$ cat config.mk
export PLATFORM = sky130hd
export DESIGN_NAME = mio_arbiter
export DESIGN_NICKNAME = d
export VERILOG_FILES = /design/src/rtl/mio_arbiter.sv
export SDC_FILE = /design/constraint.sdc
export NUM_CORES = 1
export LEC_CHECK = 0
export CORE_ASPECT_RATIO = 1.75
export CORE_MARGIN = 2
export CORE_UTILIZATION = 30
export CTS_BUF_LIST = sky130_fd_sc_hd__clkbuf_4
export DETAILED_ROUTE_END_ITERATION = 10
export DONT_BUFFER_PORTS = 1
export GPL_ROUTABILITY_DRIVEN = 0
export HOLD_SLACK_MARGIN = 0.06
export RECOVER_POWER = 100
export SKIP_LAST_GASP = 1
export SYNTH_ARGS = -nofsm -noshare
export SYNTH_HDL_FRONTEND = slang
export SYNTH_SLANG_ARGS = --single-unit
$ cat constraint.sdc
create_clock -name clk -period 3.37 [get_ports clk]
set_input_delay 0.674 -clock clk [delete_from_list [all_inputs] [get_ports clk]]
set_output_delay 0.674 -clock clk [all_outputs]
set_load 0.02 [all_outputs]
$ cat src/rtl/mio_arbiter.sv
// mio_arbiter: round-robin arbiter and access sequencer for the shared
// memory / memory-mapped I/O port. Requester 0 is the CPU bus interface,
// requester 1 is the DMA/UART boot-loader engine. Each granted access runs
// MAR load, optional MDR load, MIO_EN strobe until R, optional MDR readback,
// and is aborted with err after TIMEOUT access cycles without R.
// Control outputs are registered: they are computed from the next state
// and the next latched fields, so each one changes on the same edge as the
// state it belongs to.
module mio_arbiter #(
  parameter int unsigned TIMEOUT = 255
) (
  input  logic        clk,
  input  logic        rst_n,
  input  logic        req0,
  input  logic        req1,
  input  logic        we0,
  input  logic        we1,
  input  logic [15:0] addr0,
  input  logic [15:0] addr1,
  input  logic [15:0] wdata0,
  input  logic [15:0] wdata1,
  output logic        ack0,
  output logic        ack1,
  output logic [15:0] rdata,
  output logic        err,
  output logic [1:0]  grant,
  output logic        busy,
  output logic [15:0] bus_out,
  output logic        bus_oe,
  input  logic [15:0] bus_in,
  output logic        ld_mar,
  output logic        ld_mdr,
  output logic        gate_mdr,
  output logic        mio_en,
  output logic        r_w,
  input  logic        r
);

  typedef enum logic [2:0] {
    S_IDLE   = 3'd0,
    S_ADDR   = 3'd1,
    S_DATA   = 3'd2,
    S_ACCESS = 3'd3,
    S_READ   = 3'd4,
    S_ACK    = 3'd5
  } state_t;

  localparam logic [8:0] TIMEOUT_C = 9'(TIMEOUT);

  state_t      state, state_nx;
  logic        last, last_nx;         // index of the previous winner
  logic        owner, owner_nx;       // index of the current owner
  logic        we_l, we_nx;
  logic [15:0] addr_l, addr_nx;
  logic [15:0] wdata_l, wdata_nx;
  logic [7:0]  cnt, cnt_nx;
  logic        err_flag, err_flag_nx;
  logic [8:0]  cnt_inc;

  // Registered-output next values
  logic [15:0] bus_out_nx;
  logic        bus_oe_nx, ld_mar_nx, ld_mdr_nx, gate_mdr_nx;
  logic        mio_en_nx, r_w_nx, ack0_nx, ack1_nx, err_nx, busy_nx;
  logic [1:0]  grant_nx;

  // Widened so the compare against TIMEOUT cannot wrap.
  assign cnt_inc = {1'b0, cnt} + 9'd1;

  // Next-state, arbitration and latched-field update.
  always_comb begin
    state_nx    = state;
    last_nx     = last;
    owner_nx    = owner;
    we_nx       = we_l;
    addr_nx     = addr_l;
    wdata_nx    = wdata_l;
    cnt_nx      = cnt;
    err_flag_nx = err_flag;
    case (state)
      S_IDLE: begin
        if (req0 || req1) begin
          // Both requesting: the one that did not win last time.
          if (req0 && req1) begin
            owner_nx = ~last;
          end else begin
            owner_nx = req1;
          end
          if (owner_nx) begin
            we_nx    = we1;
            addr_nx  = addr1;
            wdata_nx = wdata1;
          end else begin
            we_nx    = we0;
            addr_nx  = addr0;
            wdata_nx = wdata0;
          end
          last_nx  = owner_nx;
          state_nx = S_ADDR;
        end else begin
          state_nx = S_IDLE;
        end
      end
      S_ADDR: begin
        if (we_l) begin
          state_nx = S_DATA;
        end else begin
          state_nx = S_ACCESS;
        end
      end
      S_DATA: begin
        state_nx = S_ACCESS;
      end
      S_ACCESS: begin
        cnt_nx = cnt_inc[7:0];
        if (r) begin
          if (we_l) begin
            state_nx = S_ACK;
          end else begin
            state_nx = S_READ;
          end
        end else if (cnt_inc == TIMEOUT_C) begin
          err_flag_nx = 1'b1;
          state_nx    = S_ACK;
        end else begin
          state_nx = S_ACCESS;
        end
      end
      S_READ: begin
        state_nx = S_ACK;
      end
      S_ACK: begin
        cnt_nx      = 8'd0;
        err_flag_nx = 1'b0;
        state_nx    = S_IDLE;
      end
      default: begin
        state_nx = S_IDLE;
      end
    endcase
  end

  // Output decode from the next state, registered below.
  always_comb begin
    bus_out_nx  = 16'h0000;
    bus_oe_nx   = 1'b0;
    ld_mar_nx   = 1'b0;
    ld_mdr_nx   = 1'b0;
    gate_mdr_nx = 1'b0;
    mio_en_nx   = 1'b0;
    r_w_nx      = 1'b0;
    ack0_nx     = 1'b0;
    ack1_nx     = 1'b0;
    err_nx      = 1'b0;
    case (state_nx)
      S_ADDR: begin
        bus_out_nx = addr_nx;
        bus_oe_nx  = 1'b1;
        ld_mar_nx  = 1'b1;
        // Loading MDR on a read is harmless and keeps it defined.
        ld_mdr_nx  = ~we_nx;
      end
      S_DATA: begin
        bus_out_nx = wdata_nx;
        bus_oe_nx  = 1'b1;
        ld_mdr_nx  = 1'b1;
      end
      S_ACCESS: begin
        mio_en_nx = 1'b1;
        r_w_nx    = we_nx;
      end
      S_READ: begin
        gate_mdr_nx = 1'b1;
      end
      S_ACK: begin
        ack0_nx = ~owner_nx;
        ack1_nx = owner_nx;
        err_nx  = err_flag_nx;
      end
      default: begin
        bus_out_nx = 16'h0000;
      end
    endcase
    if (state_nx != S_IDLE) begin
      busy_nx  = 1'b1;
      grant_nx = owner_nx ? 2'b10 : 2'b01;
    end else begin
      busy_nx  = 1'b0;
      grant_nx = 2'b00;
    end
  end

  // State, arbitration history and latched transaction fields.
  always_ff @(posedge clk or negedge rst_n) begin
    if (!rst_n) begin
      state    <= S_IDLE;
      last     <= 1'b1;
      owner    <= 1'b0;
      we_l     <= 1'b0;
      addr_l   <= 16'h0000;
      wdata_l  <= 16'h0000;
      cnt      <= 8'd0;
      err_flag <= 1'b0;
    end else begin
      state    <= state_nx;
      last     <= last_nx;
      owner    <= owner_nx;
      we_l     <= we_nx;
      addr_l   <= addr_nx;
      wdata_l  <= wdata_nx;
      cnt      <= cnt_nx;
      err_flag <= err_flag_nx;
    end
  end

  // Registered control outputs.
  always_ff @(posedge clk or negedge rst_n) begin
    if (!rst_n) begin
      bus_out  <= 16'h0000;
      bus_oe   <= 1'b0;
      ld_mar   <= 1'b0;
      ld_mdr   <= 1'b0;
      gate_mdr <= 1'b0;
      mio_en   <= 1'b0;
      r_w      <= 1'b0;
      ack0     <= 1'b0;
      ack1     <= 1'b0;
      err      <= 1'b0;
      busy     <= 1'b0;
      grant    <= 2'b00;
    end else begin
      bus_out  <= bus_out_nx;
      bus_oe   <= bus_oe_nx;
      ld_mar   <= ld_mar_nx;
      ld_mdr   <= ld_mdr_nx;
      gate_mdr <= gate_mdr_nx;
      mio_en   <= mio_en_nx;
      r_w      <= r_w_nx;
      ack0     <= ack0_nx;
      ack1     <= ack1_nx;
      err      <= err_nx;
      busy     <= busy_nx;
      grant    <= grant_nx;
    end
  end

  // Read data captured from the bus at the end of READ; a timed-out read
  // never reaches READ, so it leaves rdata untouched.
  always_ff @(posedge clk or negedge rst_n) begin
    if (!rst_n) begin
      rdata <= 16'h0000;
    end else if (state == S_READ) begin
      rdata <= bus_in;
    end else begin
      rdata <= rdata;
    end
  end

endmodule

======== Word-level counts from Yosys, hierarchy flattened ========
Index checks and enable logic that the tools add are counted.
cells by class
  bitwise operators ....................... 3
  eq/ne operators ......................... 11
  shift-type cells ........................ 0
  div/mod/pow operators ................... 0
  muxes and demuxes ....................... 37
  $mul .................................... 0
  add/sub/neg operators ................... 1
  reduce and logical (&&, ||, !) cells .... 7
  order comparisons ....................... 0
operators by type and width
  kind                                           number
  two-way mux 16 bit                             6
  case mux 16 bit (2 select lines)               1
  two-way mux 1 bit                              22
  case mux 8 bit (2 select lines)                1
  case mux 3 bit (5 select lines)                1
  == test 3 x 2 -> 1 bit, second input constant  4
  == test 3 bit, second input constant           4
  adder 8 x 1 -> 9 bit, second input constant    1
  == test 9 x 8 -> 1 bit, second input constant  1
  == test 3 x 1 -> 1 bit, second input constant  2
  two-way mux 3 bit                              2
  two-way mux 2 bit                              2
  case mux 1 bit (2 select lines)                2
  zero test 3 bit                                1
  inverter 1 bit                                 3
  nonzero test 3 bit                             1
  AND reduction 2 bit                            1
  nonzero test 2 bit                             1
  OR reduction 2 bit                             1
  logical AND 1 bit                              1
  logical OR 1 bit                               1
word-level totals
  bits in latches ......................... 0
  memory bits (writable) .................. 0
  memories ................................ 0
  register bits ........................... 91
  ROM bits ................................ 0
  output and inout port bits .............. 44
  logic and storage cells ................. 80
  bits of input ports ..................... 87

======== Depth between registers and ports, before layout ========
Gate-level depths: netlist (run 1).
  depth after elaboration ................. 9
  mapped depth ............................ 8
  mapped depth without buffers ............ 6

======== Worst setup path after synthesis (run 1) ========
Ideal clock, no wire load.
  path kind ............................... in2reg
  from .................................... input port req1
  to ...................................... register bus_out[5]
  data required time ...................... 3.232 ns
  stages .................................. 7
  path buffers ............................ 2
  path slack .............................. 1.616 ns
  data arrival time ....................... 1.616 ns
  library setup time ...................... 0.138 ns
  path through ............................ a21boi_1 -> buf_2 -> buf_4 -> mux2i_1 -> nand2_1 -> o21ai_1 -> o22ai_1
between the ends
  longest elaborated chain between the ends .. 8
  elaborated cells between the ends (all ways) .. 16
  classes of those cells .................. eq/ne: 2; mux: 12; reduce/logical: 2
ends and longest elaborated chain
  what                                  RTL line  text
  from (decl)                           15        input logic req1,
  logical AND 1 bit                     83        if (req0 && req1) begin
  two-way mux 1 bit                     83
  two-way mux 1 bit                     81        if (req0 || req1) begin
  two-way mux 1 bit                     79        case (state)
  two-way mux 16 bit                    88        if (owner_nx) begin
  two-way mux 16 bit                    81
  two-way mux 16 bit                    79
  case mux 16 bit (2 select lines) (*)  154       case (state_nx)
  net bus_out_nx[5]                     61        logic [15:0] bus_out_nx;
  to (signal assigned)                  231       bus_out <= bus_out_nx;
  to (decl)                             28        output logic [15:0] bus_out,
Mark *: on every way through the listed nets, which the timed path passes. The rest lies on a longest branch. The select of a mux whose other input is x is not followed.
A chain may end at the register's enable or synchronous reset.

======== Worst setup path in the final report (run 1) ========
  from .................................... register state[1]
  to ...................................... register bus_out[13]
between the ends
  longest elaborated chain between the ends .. 4
  elaborated cells between the ends (all ways) .. 11
  classes of those cells .................. eq/ne: 6; mux: 4; reduce/logical: 1
ends and longest elaborated chain
  what                                                              RTL line  text
  from (decl)                                                       50        state_t state, state_nx;
  from (signal assigned)                                            204       state <= state_nx;
  == test 3 bit, or another cell as far along                       79
  case mux 3 bit (5 select lines)                                   79
  == test 3 x 2 -> 1 bit or == test 3 x 1 -> 1 bit (tied branches)  154
  case mux 16 bit (2 select lines) (*)                              154
  net bus_out_nx[13]                                                61
Mark *: on every way through the listed nets, which the timed path passes. The rest lies on a longest branch.

==> impl_metrics.toml, run 1 <==
[final_layout]
final_common_cell = "nand2_1"
antennaDiodeCount = 0
mostFrequentLayoutCells = "85 x nand2_1, 74 x dfrtp_1, 33 x mux2i_1, 27 x o21ai_0, 20 x inv_1"
areaGrowthSynthToFinish_pct = 6.53
drive_above_1_share_pct = 7.87
regArea_mm2 = 0.00188
num-nets-final = 427
multi_input_area_mm2 = 0.00134
num-fill-cells = 1174

[die]
dieArea_mm2 = 0.0123
core_mm2 = 0.0111
die_h_um = 145
ios = 131
row_count = 51
start_util_pct = 30.7
die_w_um = 84.6

[routing]
drt_first_pass_iters = 4
vias_per_cell = 5.03
dr_total_vias = 2390
wire_per_inst_um = 16.5
drt_wl_total_um = 7840
final_antenna_net_count = 0
drt_iter0_drc = 78
drc = 0

[synthesis]
yosysSeqAreaShare_pct = 55.1
syn-cell-area_mm2 = 0.00341
synth-edff-count = 0
async_flop_share_pct = 100
yosysWarnings = 0
ys_types = 45
synth_fp_nets = 429
ys_ff_latch = 75
syn_inst = 340
postSynthAreaPerCell_um2 = 10.0
synthFlopType = "dfrtp_1"

[cts]
ctsResizeCount = 0
cts_tree = "built"
cts-root-buf = "clkbuf_4"
htree_levels = 3
cts_buffers = 9
insertion_delay_ps = 420
clock-sinks = 75
clk_pin_slew_worst_paths_ps = 130
clockBufferDepth = 2

[timing]
skew_ps = 20.8
hold_violations = 0
rsz0062_at_grt = "false"
setup_viol = 0
tightest_slew_ps = 1850
fin_crit_sh_pct = 68.8
fmax_ghz = 0.431
finalCriticalPeriod_ps = 2320
fin_setup_tns_ps = 0
fin_ws_ps = 1050
drv_slew = 76
slew_headroom_pct = -23.6

[pwr]
p_per_area_mw_per_mm2 = 871
leakagePower_nw = 1.65
ir_worst_vdd_uv = 322

[global_routing]
grt_pass1_vias = 2413
grt-ovfl-total = 0
grt_pass1_wl_um = 12400
grt_max_degree = 76
antenna_found_initial = 0
grt.total_usage_pct = 12.9

[place]
dpl_worst_slack_ps = 1220
place_hpwl_um = 5520
io_buffer_count = 0

[setup_path]
critPathKind = "register to register"
arrival_ps = 2600
crit_required_ps = 3650
end_kind = "register"
startpoint_type = "register"
cp_max_fo = 35
r2r_slack_ps = 1050
r2r-end = "bus_out[13]"
rr_startpoint = "state[1]"
r2r_cells = 7

[run_status]
violations = "capacitance limit, slew limit"
status = "complete, but fails checks"

[worst_hold_path]
worst_hold_path.endpoint = "last"
hold_depth = 1
min_from = "req0"
hp-class = "input pin to register"

[job]
drv_cap = 1
## critical path, cell delays in order (launching register included)
cell,delay (ps)
dfrtp_1,510
nor3_1,530
o21ai_2,90
buf_4,240
inv_2,410
nand2_1,120
o21ai_0,140
o22ai_1,120
## timing repair
item | in CTS | in global routing
endpoints found under the hold margin | 75 | 0
hold buffers | 1 | 0
buffers inserted | 0 | 0
## worst max path at each step
stage	start	endpoint	slack, ps	cells past startpoint
after detailed placement	state[1]	bus_out[0]	1220	7
after global placement	req1	bus_out[15]	1260	6
after CTS	state[1]	bus_out[12]	1220	7
after floorplan	req1	bus_out[5]	1620	7
after global routing	state[1]	bus_out[13]	780	7
final	state[1]	bus_out[13]	1050	7
## flip-flops by register name, summed over array words and instances, names as in the netlist, 2 cells and up
register,count
bus_out,16
state,3
cnt,8
grant,2
rdata,16
wdata_l,16
## logic make-up after synthesis
| family | synth area share (%) |
|---|---|
| compound gates | 10.8 |
| buf+inv | 5.10 |
| flops | 55.1 |
| xor+xnor | 1.54 |
| simple gates | 17.1 |
| fa+ha+maj | 0.734 |
| mux | 9.68 |
## where the power goes
part	internal [W]	total (W)	switching (W)	leakage [nW]
logic	0.000298	0.000813	0.000515	0.658
clock network	0.000232	0.000569	0.000337	0.0787
registers	0.00127	0.00178	0.000512	0.913
## per-stage QoR
step                      cells  total power [W]  cell area [µm²]  hold slack (ps)  utilization, %
after floorplan             340          0.00245             3410              378               -
after global placement      458          0.00264             3520              380            31.7
after detailed placement    458          0.00267             3520              380            31.7
after CTS                   475          0.00329             3690             97.0            33.2
after global routing        475          0.00341             3630              276            32.7
final                       475          0.00316             3630              319            32.7
## synthesized netlist by cell type (2+ instances only)
cell | count | area [µm²]
a21oi_1 | 4 | 20.0
and3_1 | 2 | 12.5
buf_2 | 7 | 35.0
buf_4 | 5 | 37.5
clkbuf_1 | 5 | 18.8
dfrtp_1 | 74 | 1850
ha_1 | 2 | 25.0
inv_1 | 20 | 75.1
inv_2 | 2 | 7.51
mux2i_1 | 33 | 330
nand2_1 | 85 | 319
nand3_1 | 9 | 45.0
nand3_2 | 2 | 20.0
nor2_1 | 7 | 26.3
nor2b_1 | 4 | 25.0
nor3_1 | 2 | 10.0
nor4b_2 | 2 | 30.0
o211ai_1 | 2 | 15.0
o21ai_0 | 4 | 20.0
o21ai_1 | 24 | 120
o22ai_1 | 16 | 100
o31ai_1 | 2 | 15.0
xor2_1 | 5 | 43.8
## layer usage
layer	up-vias	part of all wire [%]	track usage [%]
met4	0	1.9	5.48
met5	-	0	0
met2	82	54	22.7
li1	1143	-	-
met3	12	6.6	3.98
met1	1153	38	14.2
## area by class of cell
type                    count  share of cell area, %
clock inverters             7                   2.03
well taps                 132                   4.55
flip-flops and latches     75                   51.7
inverters                  22                   2.27
repair buffers              4                  0.758
multi-input cells         226                   36.8
clock buffers               9                   1.86
Note: power is estimated with default switching activity, not from simulation.
==> inputs of run 2 (changes only) <==
==> constraint.sdc (replaced) <==
create_clock -name clk -period 2.2 [get_ports clk]
set_input_delay 0.44 -clock clk [delete_from_list [all_inputs] [get_ports clk]]
set_output_delay 0.44 -clock clk [all_outputs]
set_load 0.02 [all_outputs]
==> impl_metrics.toml, run 2 (same netlist as run 1, synthesis figures left out) <==
[run_status]
status = "finished, final reports clean"

[cts]
cts_buffers = 9
htree_levels = 3
insertion_delay_ps = 430
cts_tree = "built"
clockBufferDepth = 2
ctsResizeCount = 0
clk_pin_slew_worst_paths_ps = 140
clock-sinks = 75
postCtsSetupRepairBufs = 0
hold_buffers = 9
cts-root-buf = "clkbuf_4"

[final_layout]
mostFrequentLayoutCells = "85 x nand2_1, 74 x dfrtp_1, 33 x mux2i_1, 27 x o21ai_0, 21 x inv_1"
areaGrowthSynthToFinish_pct = 12.5
finish.utilization_pct = 34.6
final_common_cell = "nand2_1"
regArea_mm2 = 0.00188
antennaDiodeCount = 0
multi_input_area_mm2 = 0.00135
drive_above_1_share_pct = 8.66
num-nets-final = 442
reg.largest.list = "bus_out (16), rdata (16), wdata_l (16)"
num-fill-cells = 1141

[global_routing]
grt_pass1_wl_um = 13000
grt_pass1_vias = 2546
antenna_found_initial = 0
grt-ovfl-total = 0
grt_max_degree = 76
grt.total_usage_pct = 13.6

[worst_hold_path]
min_from = "bus_in[11]"
hp-class = "input pin to register"

[setup_path]
critPathKind = "register to register"
crit_required_ps = 2510
arrival_ps = 2240
cp_top_family = "simple AND/OR/NAND/NOR gates"
rr_startpoint = "cnt[0]"
cp_cell_sequence = "ha_1 -> nand4_1 -> xnor2_1 -> a311o_1 -> nand3_1 -> nor4b_1"
startpoint = "cnt[0]"
slowest_delay_ps = 470
end_kind = "register"
startpoint_type = "register"
crit_slowest_cell = "dfrtp_1"
cp_max_fo = 7
crit_buf_inv = 0

[pwr]
ir_worst_vdd_uv = 576
leakagePower_nw = 1.74
p_per_area_mw_per_mm2 = 1310

[die]
die_h_um = 145
start_util_pct = 30.7
dieArea_mm2 = 0.0123
core_mm2 = 0.0111
die_w_um = 84.6
ios = 131
row_count = 51

[routing]
wire_per_inst_um = 16.8
drt_iter0_drc = 94
vias_per_cell = 5.04
drt_wl_total_um = 8230
final_antenna_net_count = 0
dr_total_vias = 2469
drt_first_pass_iters = 6
drc = 0

[timing]
setup_viol = 0
fmax_ghz = 0.520
tightest_slew_ps = 1050
finalCriticalPeriod_ps = 1920
drv_slew = 0
fin_setup_tns_ps = 0
skew_ps = 20.0
hold_violations = 0
slew_headroom_pct = 29.8
fin_crit_sh_pct = 87.4
rsz0062_at_grt = "false"

[job]
drv_cap = 0

[place]
io_buffer_count = 0
place_hpwl_um = 5840
==> run 2: cell types whose count changed in the layout (fill, tap and decap cells not counted), moves of 2 or more <==
cell           delta
inv_6             -3
clkbuf_4          +2
buf_12            +2
dlygate4sd3_1    +12
==> run 2: metal layers <==
| metal | GRT usage [%] | up-vias | part of all wire [%] |
|---|---|---|---|
| li1 | - | 1177 | - |
| met1 | 14.4 | 1207 | 36 |
| met2 | 24.7 | 77 | 56 |
| met3 | 5.12 | 8 | 6.3 |
| met4 | 4.13 | 0 | 1.3 |
| met5 | 0 | - | 0 |
==> run 2: final timing paths <==
path,end,slack [ps],depth (start not counted)
worst max register to register,r_w,280,6
worst max-delay path,r_w,280,6
max in group asynchronous,err,770,2
worst min register to register,err_flag,480,2
min in group asynchronous,rdata[5],700,2
worst min-delay path,rdata[11],100,2
==> run 2: cell type report <==
type	instances	share of cell area [%]
Multi-Input combinational cell	226	35.2
Clock buffer	10	1.96
Clock inverter	6	2.35
Inverter	22	2.15
Timing Repair Buffer	19	5.15
Tap cell	132	4.30
Sequential cell	75	48.9
==> run 2: power by group <==
group	switching, W	total (W)	internal [W]
clock network	0.000502	0.000977	0.000475
registers	0.000810	0.00276	0.00195
logic	0.000795	0.00131	0.000512
total	0.00211	0.00504	0.00293
==> run 2: worst register-to-register path, delay by kind of cell (launching register included) <==
family	cells	cell delay [ps]
DFF	1	470
AOI/OAI and AO/OA	1	360
adders and majority gates	1	300
and+or+nand+nor	3	530
xor gates and xnor gates	1	160
==> run 2: stage by stage <==
step                cell area (µm²)  power, W  instances  worst slack [ps]  hold slack (ps)
floorplan                      3410   0.00375        340               579              144
global placement               3570   0.00408        461               459              146
detailed placement             3570   0.00414        461               394              146
CTS                            3840   0.00519        486               365             60.7
global route                   3840   0.00544        490               121             60.8
finish                         3840   0.00504        490               278              105
==> inputs of run 3 (changes only) <==
--- a/config.mk
+++ b/config.mk
@@ -9,10 +9,12 @@
 export CORE_MARGIN = 2
 export CORE_UTILIZATION = 30
 export CTS_BUF_LIST = sky130_fd_sc_hd__clkbuf_4
+export CTS_CLUSTER_DIAMETER = 80
 export DETAILED_ROUTE_END_ITERATION = 10
 export DONT_BUFFER_PORTS = 1
 export GPL_ROUTABILITY_DRIVEN = 0
 export HOLD_SLACK_MARGIN = 0.06
+export PLACE_DENSITY_LB_ADDON = 0.05
 export RECOVER_POWER = 100
 export SKIP_LAST_GASP = 1
 export SYNTH_ARGS = -nofsm -noshare
==> impl_metrics.toml, run 3 (same netlist as run 1, synthesis figures left out) <==
[cts]
clk_pin_slew_worst_paths_ps = 130
insertion_delay_ps = 420
postCtsSetupRepairBufs = 0
clock-sinks = 75
cts-root-buf = "clkbuf_4"
cts_buffers = 9
ctsResizeCount = 0
clockBufferDepth = 2
cts_tree = "built"
htree_levels = 3

[die]
ios = 131
start_util_pct = 30.7
dieArea_mm2 = 0.0123
die_h_um = 145
die_w_um = 84.6
row_count = 51
core_mm2 = 0.0111

[global_routing]
grt_max_degree = 76
grt_pass1_wl_um = 13200
grt-ovfl-total = 0
antenna_found_initial = 1
grt_pass1_vias = 2466
grt.total_usage_pct = 14.0

[pwr]
ir_worst_vdd_uv = 470
p_per_area_mw_per_mm2 = 1330
leakagePower_nw = 1.71

[setup_path]
crit_buf_inv = 0
end_kind = "register"
critPathKind = "register to register"
crit_required_ps = 2540
cp_max_fo = 7
cp_cell_sequence = "ha_1 -> nand4_1 -> xnor2_1 -> a311o_1 -> nand3_1 -> nor4b_2"
cp_top_family = "simple AND/OR/NAND/NOR gates"
startpoint_type = "register"
slowest_delay_ps = 480
crit_slowest_cell = "dfrtp_1"
arrival_ps = 2280

[final_layout]
final_common_cell = "nand2_1"
num-nets-final = 438
reg.largest.list = "bus_out (16), rdata (16), wdata_l (16)"
mostFrequentLayoutCells = "85 x nand2_1, 74 x dfrtp_1, 33 x mux2i_1, 27 x o21ai_0, 20 x inv_1"
areaGrowthSynthToFinish_pct = 10.9
drive_above_1_share_pct = 9.07
finish.utilization_pct = 34.1

[timing]
fmax_ghz = 0.513
rsz0062_at_grt = "false"
slew_headroom_pct = 29.3
hold_violations = 0
fin_crit_sh_pct = 88.6
drv_slew = 0
setup_viol = 0
finalCriticalPeriod_ps = 1950
skew_ps = 16.9
fin_setup_tns_ps = 0
tightest_slew_ps = 1060

[worst_hold_path]
hp-class = "input pin to register"

[routing]
vias_per_cell = 4.90
drt_wl_total_um = 8250
final_antenna_net_count = 0
wire_per_inst_um = 17.0
drt_iter0_drc = 51
drt_first_pass_iters = 4
drc = 0
dr_total_vias = 2379

[place]
place_hpwl_um = 5740
io_buffer_count = 0

[job]
drv_cap = 0

[run_status]
status = "finished, final reports clean"
## run 3: changes by cell type in the layout (fill, tap and decap cells not counted), moves of 2 or more
cell	change
dlygate4sd3_1	-5
clkbuf_1	+2
nor4b_1	-2
nor4b_2	+2
## run 3: routing by layer
layer / vias up / track usage, % / part of all wire, %
met5: - / 0 / 0
met4: 0 / 5.48 / 1.2
met3: 5 / 3.70 / 6.5
met2: 80 / 25.1 / 54
met1: 1123 / 15.3 / 38
li1: 1171 / - / -
## run 3: timing repair
action / 4_1_cts / 5_1_grt
endpoints found under the hold margin: 76 / 5
hold buffers: 3 / 5
endpoints found under the setup margin: 0 / 0
## run 3: final timing paths
path                            from  slack (ps)    endpoint  depth (start not counted)
max                           cnt[0]         250      mio_en                          6
min                        bus_in[6]         110    rdata[6]                          2
max reg2reg                   cnt[0]         250      mio_en                          6
min reg2reg                 err_flag         480    err_flag                          2
max in group asynchronous      rst_n         730        ack0                          2
min in group asynchronous      rst_n         790  bus_out[1]                          2
## run 3: layout make-up
class                   count  area (µm²)
diodes                      1        2.50
clock buffers               9        67.6
clock inverters             6        90.1
fillers                  1140        7320
inverters                  22        82.6
multi-input cells         226        1360
flip-flops and latches     75        1880
well taps                 132         165
repair buffers             15         133
## run 3: metrics by stage
| step | cell area, µm² | instances | worst slack [ps] | hold WS (ps) | total power [W] |
|---|---|---|---|---|---|
| 5_1_grt | 3780 | 486 | 64.6 | 64.1 | 0.00546 |
| 6_report | 3780 | 486 | 251 | 113 | 0.00503 |
| 2_1_floorplan | 3410 | 340 | 579 | 144 | 0.00375 |
| 4_1_cts | 3770 | 480 | 236 | 69.7 | 0.00522 |
| 3_5_place_dp | 3560 | 462 | 270 | 146 | 0.00418 |
| 3_3_place_gp | 3560 | 462 | 269 | 146 | 0.00417 |
## run 3: report_power, final
group | total [W] | internal [W] | leakage [nW] | switching [W]
Combinational | 0.00132 | 0.000505 | 0.712 | 0.000818
Sequential | 0.00274 | 0.00195 | 0.913 | 0.000796
Clock | 0.000970 | 0.000459 | 0.0824 | 0.000511
==> patch 1 (flow settings as in run 2) <==
Put one more register stage on the output `err`, with the module's reset. The value now appears one clock later. The other outputs are not delayed to match. Comments in the files are not updated.
--- a/src/rtl/mio_arbiter.sv
+++ b/src/rtl/mio_arbiter.sv
@@ -49,2 +49,4 @@
 
+  logic err_s0;
+
   state_t      state, state_nx;
@@ -226,3 +228,3 @@
       ack1     <= 1'b0;
-      err      <= 1'b0;
+      err_s0   <= 1'b0;
       busy     <= 1'b0;
@@ -239,3 +241,3 @@
       ack1     <= ack1_nx;
-      err      <= err_nx;
+      err_s0   <= err_nx;
       busy     <= busy_nx;
@@ -257,2 +259,10 @@
 
+  always_ff @(posedge clk or negedge rst_n) begin
+    if (!rst_n) begin
+      err <= '0;
+    end else begin
+      err <= err_s0;
+    end
+  end
+
 endmodule
Behaviour: no difference found for any inputs over 10 cycles, from zero or initial values and one cycle with rst_n low; that may be too few to reach the edited logic, so the function may still have changed.
==> patch 1 against run 2 <==
- sequential cell count is 1 higher
- power is 4.8% lower
- setup slack worse by 76 ps
- cell area is 3.7% lower
- sequential share of layout area is 2.5 points higher
- wire length is 8.0% lower
- combinational power is 5% lower
- area after synthesis is 0.77% higher
- critical path type unchanged
- critical endpoint is now mio_en
==> patch 1: results (changes against run 2) <==
[final_layout]
fillers=1119  ; -1.9%
fin_cells=480  ; -2.0%
final_layout_size_suffix_gt1_share_pct=8.93  ; +0.27 points
fin_nets=431  ; -2.5%

[worst_hold_path]
min-delay-start=bus_in[7]
whs_endpoint=rdata[7]

[logic_synthesis]
synth-xor-area-share_pct=1.53  ; -0.012 points
synthTopCellsByCount=nand2_1 (85), dfrtp_1 (75), mux2i_1 (33)
synth-compound-area-share_pct=10.7  ; -0.082 points
synth_cell_type_count=44  ; -2.2%
synth_mux_area_share_pct=9.61  ; -0.074 points
synth_fa_ha_area_share_pct=0.728  ; -0.0056 points
yosys-top-cells-area=dfrtp_1 (55%), mux2i_1 (9.6%), nand2_1 (9.3%)
synth_cells=341  ; +0.29%
ys_seq_area_share_pct=55.4  ; +0.31 points
async_reset_ff_share_pct=100  ; unchanged

[timing]
max-slew-margin-rel_pct=31.2  ; +1.4 points
fin_ws_ps=202  ; -75.6 ps
hold_ws_ps=107  ; +2.84 ps
finClkSkew_ps=17.2  ; -2.85 ps

[global_routing]
grt_use_met2_pct=22.2  ; -2.5 points
met1_usage_pct=13.5  ; -0.90 points
gr-usage-all-layers_pct=12.4  ; -1.2 points
first_global_vias=2336  ; -8.2%
grt_start_max_net_pins=77  ; +1.3%
antenna_found_initial=1  ; +1
grt_pass1_wl_microns=11900  ; -8.4%
grt_use_met3_pct=3.18  ; -1.9 points

[power_and_ir_drop]
p_seq_share_pct=57.8  ; +3.1 points
vdd_ir_drop_max_v=0.000597  ; +3.7%
powerDensity_mw_per_mm2=1300  ; -1.2%
p_clk_share_pct=16.3  ; -3.1 points
leakagePower_nw=1.67  ; -3.7%
internal-power_mw=2.69  ; -8.4%

[route]
drt_iter0_drc=146  ; +55%
wl_met1_microns=2910  ; -2.9%
wl_per_cell_microns=15.8  ; -6.1%
firstDrtPassIters=4  ; -2
num_vias=2379  ; -3.6%
wl_met3_microns=460  ; -12%
wl_met2_microns=4080  ; -11%

[placed_design]
hpwl_microns=5390  ; -7.7%
dp.cells=459  ; -0.43%
place_ws_ps=180  ; -213 ps

[clock_tree]
cts.htree.levels=3  ; unchanged
hold_buffers=4  ; -5

[setup_path]
crit_path_end=mio_en
r2r-end=mio_en
arrival_ps=2320  ; +80 ps

[status]
outcome=finished clean

-- patch 1: cell count changes in the layout (fill, tap and decap cells not counted), sizes merged --
cell                run 2  this run
clkinv                  4         2
buf                     6         1
diode                   0         1
inv                    21        25
clkinvlp                1         2
clkbuf                 11        12
dlygate4sd3            12         3
bufinv                  2         0
dfrtp                  74        75
-- patch 1: layout make-up --
type	count	share of cell area, %
antenna	1	0.0677
clock buffer	9	1.83
clock inverter	7	1.59
inverter	22	2.23
multi-input combinational	226	36.5
sequential	76	51.5
tap	132	4.47
timing repair buffer	7	1.83
-- patch 1: critical path: stages, from the launching register on --
cell,delay [ps]
dfrtp_1,500
ha_1,320
nand4_1,130
xnor2_1,160
a311o_1,370
nand3_1,130
nor4b_2,280
-- patch 1: per-stage QoR --
stage / instance area, sq um / utilization, %
5_1_grt: 3700 / 33.1
3_5_place_dp: 3550 / 31.8
4_1_cts: 3740 / 33.5
3_3_place_gp: 3550 / 31.8
6_report: 3700 / 33.1
2_1_floorplan: 3440 / -
==> patch 2 (config.mk and constraints of run 2) <==
Without the edit above. Set the parameter `TIMEOUT` to 127 (it was 255).
--- a/src/rtl/mio_arbiter.sv
+++ b/src/rtl/mio_arbiter.sv
@@ -9,3 +9,3 @@
 module mio_arbiter #(
-  parameter int unsigned TIMEOUT = 255
+  parameter int unsigned TIMEOUT = 127
 ) (
Check against the original RTL: same outputs for any inputs over 10 cycles, from zero or initial values and one cycle with rst_n low; that may be too few to reach the edited logic, so the function may still have changed.
==> patch 2 against run 2 <==
- setup slack worse by 60 ps
- area after synthesis stayed put
- count of clock-buffer cells in the layout shrank 1
- highest routed layer unchanged
- final cell count fell by 2.0%
- clock power decreased by 22%
- via count shrank 1.2%
- sequential cell count stayed put
- wire length is 8.1% lower
- power is 4.9% lower
- cell area down 4.3%
- global-route usage fell by 0.79 points
- first-iteration DRC count increased by 32%
==> patch 2: results (changes against run 2) <==
[logic_synthesis]
synthTopCellsByCount=nand2_1 (86), dfrtp_1 (74), mux2i_1 (33)
synth_cell_type_count=42  ; -6.7%
synthesis.nets=431  ; +0.47%
async_reset_ff_share_pct=100  ; unchanged
yosys-top-cells-area=dfrtp_1 (54%), mux2i_1 (9.7%), nand2_1 (9.5%)

[clock_tree]
cts.htree.levels=3  ; unchanged
clk_pin_slew_ps=130
cts_root_buf=clkbuf_4
cts_buffer_depth=2  ; unchanged

[power_and_ir_drop]
p_clk_mw=0.758  ; -22%
vdd_ir_drop_max_v=0.000457  ; -21%
p_sw_mw=2.13  ; +1.3%
leakagePower_nw=1.66  ; -4.3%
p_seq_share_pct=57.6  ; +2.9 points

[global_routing]
grt_pass1_wl_microns=12300  ; -5.2%
antenna_found_initial=1  ; +1
first_global_vias=2447  ; -3.9%
gr-usage-all-layers_pct=12.8  ; -0.79 points
grt_start_max_net_pins=76  ; unchanged

[timing]
finClkSkew_ps=15.0  ; -4.99 ps
tightest_slew_ps=1000  ; -52.5 ps

[placed_design]
hpwl_microns=5390  ; -7.8%

[route]
drt_iter0_drc=124  ; +32%
wl_microns=7560  ; -8.1%
vias_per_cell=5.08  ; +0.88%
firstDrtPassIters=4  ; -2

[setup_path]
path_max_fanout=9  ; +2
crit_path_top_delay_cell=dfrtp_1
critical-path-top-delay-family=flip-flops
arrival_ps=2320  ; +80 ps
max_stage_delay_ps=480

[status]
outcome=finished clean

[final_layout]
final_layout_size_suffix_gt1_share_pct=9.51  ; +0.85 points

-- patch 2: timing repair --
| item | CTS | global route |
|---|---|---|
| buffers inserted | 0 | 0 |
| hold buffers | 3 | 0 |
| endpoints found under the hold margin | 76 | 0 |
-- patch 2: stage by stage --
stage	instance area [sq um]	setup slack (ps)	instances	power [mW]	hold slack, ps
4_1_cts	3700	194	479	4.90	71.2
2_1_floorplan	3410	515	342	3.73	144
3_3_place_gp	3530	232	460	4.04	147
6_report	3670	218	480	4.79	106
5_1_grt	3670	15.6	480	5.17	72.1
3_5_place_dp	3530	228	460	4.09	147
-- patch 2: metal layers --
layer | wire length [microns] | share of wire [%] | GRT usage, %
met1 | 2970 | 39 | 14.4
met2 | 3880 | 51 | 22.0
met3 | 578 | 7.6 | 4.15
met4 | 130 | 1.7 | 5.48
met5 | 0 | 0 | 0
-- patch 2: logic make-up (layout without fill, tap and decap cells) --
family	Yosys count	after routing	share of synthesized area (%)
and+or+nand+nor	124	124	16.8
DFF	75	75	55.1
AOI/OAI and AO/OA	61	61	10.7
buffers and inverters	41	46	5.43
muxes	33	33	9.68
xor gates and xnor gates	6	6	1.54
adders and majority gates	2	2	0.734
other	0	1	0
-- patch 2: path summary, 6_finish.rpt --
check                             end  slack [ps]  depth (start not counted)      start
hold / removal               rdata[9]         110                          2  bus_in[9]
setup / recovery               mio_en         220                          6     cnt[0]
setup reg to reg               mio_en         220                          6     cnt[0]
max in group asynchronous    rdata[7]         790                          2      rst_n
hold reg to reg              err_flag         500                          2   err_flag
min in group asynchronous  bus_out[6]         770                          2      rst_n
-- patch 2: area by class of cell --
type                       count  area (sq um)
sequential                    75          1880
timing repair buffer           7          67.6
inverter                      23          86.3
multi-input combinational    226          1350
clock buffer                   9          67.6
fill                        1197          7430
clock inverter                 7          51.3
tap                          132           165
antenna                        1          2.50
